### src/rtl/path_access_sched.sv
// ORAM path-access sequencer: arbitrates frontend/eviction requests and walks the
// address generator through read, write-back hold and write passes. Define
// PATH_HDR_PREREAD_EN to prepend a header-only read pass to every access.
module path_access_sched #(
  parameter int ORAML    = 31,
  parameter int CntWidth = 32
) (
  input  logic                Clock,
  input  logic                Reset,
  input  logic                FEValid,
  input  logic [ORAML-1:0]    FELeaf,
  output logic                FEReady,
  input  logic                EVValid,
  input  logic [ORAML-1:0]    EVLeaf,
  output logic                EVReady,
  output logic                AGStart,
  output logic                AGRW,
  output logic                AGBH,
  output logic [ORAML-1:0]    AGLeaf,
  input  logic                AGReady,
  input  logic                WBGo,
  output logic                Busy,
  output logic                CurSrc,
  output logic                Done,
  output logic [CntWidth-1:0] AccessCount
);

  typedef enum logic [3:0] {
    IDLE,
`ifdef PATH_HDR_PREREAD_EN
    HDR_ISSUE,
    HDR_WAIT,
`endif
    RD_ISSUE,
    RD_WAIT,
    WB_HOLD,
    WR_ISSUE,
    WR_WAIT,
    DONE
  } state_t;

`ifdef PATH_HDR_PREREAD_EN
  localparam state_t FirstPass = HDR_ISSUE;
`else
  localparam state_t FirstPass = RD_ISSUE;
`endif

  state_t state, state_next;
  logic   last_grant;
  logic   seen_busy;
  logic   grant_fe, grant_ev;
  logic   in_issue;

  // Round robin: on a tie, the source that did not win last time goes first.
  assign grant_fe = FEValid && !(EVValid && !last_grant);
  assign grant_ev = EVValid && !grant_fe;

  // NOTE: every signal written here gets a default first so no latch is inferred.
  always_comb begin
    state_next = state;
    FEReady    = 1'b0;
    EVReady    = 1'b0;
    AGStart    = 1'b0;
    in_issue   = 1'b0;
    case (state)
      IDLE: begin
        FEReady = grant_fe && !Reset;
        EVReady = grant_ev && !Reset;
        if (grant_fe || grant_ev) state_next = FirstPass;
      end
`ifdef PATH_HDR_PREREAD_EN
      HDR_ISSUE: begin
        in_issue = 1'b1;
        AGStart  = AGReady;
        if (AGReady) state_next = HDR_WAIT;
      end
      HDR_WAIT: if (seen_busy && AGReady) state_next = RD_ISSUE;
`endif
      RD_ISSUE: begin
        in_issue = 1'b1;
        AGStart  = AGReady;
        if (AGReady) state_next = RD_WAIT;
      end
      RD_WAIT:  if (seen_busy && AGReady) state_next = WB_HOLD;
      WB_HOLD:  if (WBGo) state_next = WR_ISSUE;
      WR_ISSUE: begin
        in_issue = 1'b1;
        AGStart  = AGReady;
        if (AGReady) state_next = WR_WAIT;
      end
      WR_WAIT:  if (seen_busy && AGReady) state_next = DONE;
      DONE:     state_next = IDLE;
      default:  state_next = IDLE;
    endcase
  end

  assign AGRW = !(state == WR_ISSUE || state == WR_WAIT);
`ifdef PATH_HDR_PREREAD_EN
  assign AGBH = (state == HDR_ISSUE || state == HDR_WAIT);
`else
  assign AGBH = 1'b0;
`endif
  assign Busy = (state != IDLE);
  assign Done = (state == DONE);

  // NOTE: sequential state uses non-blocking assignments so all registers update together.
  always_ff @(posedge Clock or posedge Reset) begin
    if (Reset) begin
      state       <= IDLE;
      last_grant  <= 1'b1;
      AGLeaf      <= '0;
      CurSrc      <= 1'b0;
      seen_busy   <= 1'b0;
      AccessCount <= '0;
    end else begin
      state <= state_next;
      if (FEValid && FEReady) begin
        AGLeaf     <= FELeaf;
        CurSrc     <= 1'b0;
        last_grant <= 1'b0;
      end else if (EVValid && EVReady) begin
        AGLeaf     <= EVLeaf;
        CurSrc     <= 1'b1;
        last_grant <= 1'b1;
      end
      // Cleared as the pass is launched, so the wait state only exits after the
      // generator has visibly gone busy and come back.
      if (in_issue && AGReady) seen_busy <= 1'b0;
      else if (!AGReady)       seen_busy <= 1'b1;
      if (state == DONE) AccessCount <= AccessCount + CntWidth'(1);
    end
  end

endmodule

### config.mk
export PLATFORM = sky130hd
export DESIGN_NAME = path_access_sched
export DESIGN_NICKNAME = d
export VERILOG_FILES = /design/src/rtl/path_access_sched.sv
export SDC_FILE = /design/constraint.sdc
export NUM_CORES = 1
export LEC_CHECK = 0
export ABC_CLOCK_PERIOD_IN_PS = 6200
export CORE_ASPECT_RATIO = 2
export CORE_MARGIN = 3
export CORE_UTILIZATION = 45
export DETAILED_ROUTE_END_ITERATION = 10
export PLACE_DENSITY_LB_ADDON = 0.05
export SLEW_MARGIN = 10
export SYNTH_ARGS = -nofsm -noshare
export SYNTH_HDL_FRONTEND = slang
export SYNTH_SLANG_ARGS = --single-unit
### constraint.sdc
create_clock -name Clock -period 6.2 [get_ports Clock]
set_input_delay 1.24 -clock Clock [delete_from_list [all_inputs] [get_ports Clock]]
set_output_delay 1.24 -clock Clock [all_outputs]
set_load 0.005 [all_outputs]
==> reports/qor.csv <==
stage,metric,value,unit
place,dp_hpwl,6280,µm
power,p_sw,0.495,mW
sta,hold_viol,0,
worst_hold_path,min_path_cells,1,
clock_network,cts_buffers,9,
clock_network,insertion_delay,0.33,ns
synth,yosysTopAreaCell,dfrtp_1,
clock_network,root_buffer,clkbuf_16,
sta,hold_slack,0.470,ns
sta,tightest_slew,0.838,ns
clock_network,cts_post_setup_buffers_inserted,0,
worst_hold_path,hold_start,AccessCount[31],
place,portBuffers,137,
clock_network,hold_buffers,0,
layout,finalNetCount,502,
power,clkPwrFrac,0.269,
power,power_density,353,nW/µm²
power,p_int,1.24,mW
setup_path,start_kind,input port,
worst_hold_path,hold_path.class,register to register,
sta,period_minus_slack,4.51,ns
power,swShare,0.286,
outcome,status,completed,
setup_path,r2r-start,state[2],
setup_path,worstPathArrival,3.27,ns
layout,finalInstanceArea,4910,µm²
synth,syn_area,3180,µm²
run,max-cap-violations,0,
synth,netlist_instances,295,
power,p_leak,2.17,nW
synth,ys_top_cells_by_area,"dfrtp_1 (54%), mux2i_1 (9.8%), xnor2_1 (7.2%), a21oi_1 (5.2%), nor2_1 (4.8%)",
sta,tns,0,ns
global_route,grt_pass1_wl,14000,µm
power,power_frac_comb,0.343,
power,peakVddDrop,0.000224,V
layout,diodes,0,
clock_network,htree_levels,3,
sta,fin_ws,1.69,ns
detailed_routing,via_per_inst,5.10,
layout,final_util,0.730,
clock_network,cts_buffer_depth,2,
synth,yosysWarnings,0,
setup_path,cp-end-kind,output pin,
global_route,grt-ovfl-total,0,
detailed_routing,wl,8430,µm
place,dp_slack,1.68,ns
sta,fin_crit_sh,0.728,
power,pwr-share-seq,0.387,
clock_network,cts.reportedPaths.clkPinSlew,0.05,ns
global_route,grt_max_degree,70,
synth,synth_area_per_cell,10.8,µm²
floorplan,ios,139,
floorplan,initial_core_util,0.473,
floorplan,core,6730,µm²
setup_path,r2r_end,AccessCount[24],
sta,max-slew-margin-rel,0.437,
setup_path,criticalPathCategory,input port to output pin,
detailed_routing,post_drt_wl_per_cell,16.0,µm
synth,ys_ff_latch,69,
setup_path,worstPathRequired,4.96,ns
global_route,grt_usage,0.221,
clock_network,cts_resized,0,
layout,area_growth,54.3,%
sta,max_freq,222,MHz
place,placed_cell_area,4610,µm²
detailed_routing,drc,0,
synth,ys_seq_area_frac,0.543,
global_route,first_global_vias,2850,
global_route,antenna_found_initial,0,
floorplan,die_w,65.4,µm
sta,rsz0062_at_grt,no,
layout,drive_above_1_share,0.0662,
setup_path,rrSetupSlack,3.90,ns
floorplan,row_count,42,
detailed_routing,vias,2680,
detailed_routing,first_pass_iters,4,
detailed_routing,dr.first_iter.drc_count,126,
clock_network,clock-sinks,69,
sta,setup_viol,0,
setup_path,critPathMaxFanout,33,
synth,syn-num-nets,364,
floorplan,die_y,125,µm
clock_network,cts_tree,built,
worst_hold_path,whs_endpoint,AccessCount[31],
setup_path,reg2regPathDepth,5,
sta,drv_slew,0,
synth,netlist.area_leader.share,0.535,
sta,skew,0.0111,ns
floorplan,die-area,8170,µm²
detailed_routing,postRouteAntennaNets,0,
place,place_congestion,0.756,
synth,synth_cell_types,39,
## cell usage in the layout (no fill, tap or decap), types with 5 or more instances in the layout
cell type,instances
dfrtp_1,68
clkbuf_16,9
nor2_1,41
a21oi_1,33
nand4_1,5
xnor2_1,26
nand3_1,15
mux2i_1,31
xor2_1,6
inv_1,6
nand2_1,16
clkdlybuf4s50_1,137
## cell usage after synthesis
master	count
dfrtp_1	68
nor2_1	41
a21oi_1	33
mux2i_1	31
xnor2_1	26
nand2_1	16
nand3_1	15
inv_1	7
buf_2	6
xor2_1	6
nand4_1	5
nor3_1	4
and4_1	3
clkbuf_1	3
a21o_1	2
and2_1	2
buf_4	2
buf_6	2
nand2b_1	2
o21ai_0	2
a21boi_0	1
a311oi_1	1
a31o_2	1
and3_1	1
and4b_2	1
conb_1	1
dfstp_2	1
ha_1	1
mux2_2	1
nand3b_4	1
nor2_2	1
nor4_4	1
o21a_1	1
o21ai_1	1
o221ai_1	1
or2_2	1
or3_2	1
or3_4	1
or4_4	1
## flip-flops by register name (all words and copies together), names as in the netlist
name and flops:
state 3, seen_busy 1, AGLeaf 31, last_grant 1
CurSrc 1, AccessCount 32
## stage by stage
step	std cells	total power, mW
2_1_floorplan	295	0.934
3_3_place_gp	509	1.25
3_5_place_dp	509	1.27
4_1_cts	525	1.75
5_1_grt	526	1.84
6_report	526	1.73
## power groups by stage
stage          Sequential [mW]  Combinational, mW  Clock, mW
2_1_floorplan            0.665              0.269          0
3_3_place_gp             0.671              0.581          0
3_5_place_dp             0.677              0.597          0
4_1_cts                  0.671              0.599      0.477
5_1_grt                  0.694              0.651      0.498
6_report                 0.671              0.595      0.466
## kinds of logic after synthesis
logic type      count (synthesis)  synth area share
mux                            32             0.101
buf+inv                        20            0.0330
other cells                     1           0.00118
fa+ha+maj                       1           0.00393
flops                          69             0.543
xor+xnor                       32            0.0881
simple gates                   97             0.155
compound gates                 43            0.0744
## routing by layer
layer	vias up	track usage	wire, µm
li1	1283	-	-
met1	1278	0.261	3240
met2	105	0.366	4380
met3	14	0.0632	633
met4	0	0.0929	169
met5	-	0	0
## critical path, cell delays in order
cell	delay, ns
clkdlybuf4s50_1	0.50
inv_1	0.08
o21ai_4	0.11
buf_4	0.47
nand2_1	0.11
nor2_1	0.21
clkdlybuf4s50_1	0.55
## how the worst max path moves through the flow
stage                        from       to  slack, ns  cells after the start
after floorplan             Reset  FEReady       1.56                      4
after global placement    EVValid  EVReady       1.76                      7
after detailed placement  EVValid  EVReady       1.68                      7
after CTS                 EVValid  EVReady       1.68                      7
after global routing      EVValid  EVReady       1.56                      7
final                     EVValid  EVReady       1.69                      7
## layout make-up
| cell class | instances | area (µm²) |
|---|---|---|
| clock inverter | 2 | 10.0 |
| inverter | 7 | 26.3 |
| fill | 551 | 1820 |
| sequential | 69 | 1730 |
| tap | 88 | 110 |
| multi-input combinational | 206 | 1360 |
| timing repair buffer | 140 | 1410 |
| clock buffer | 14 | 264 |
(Power assumes the default switching activity.)
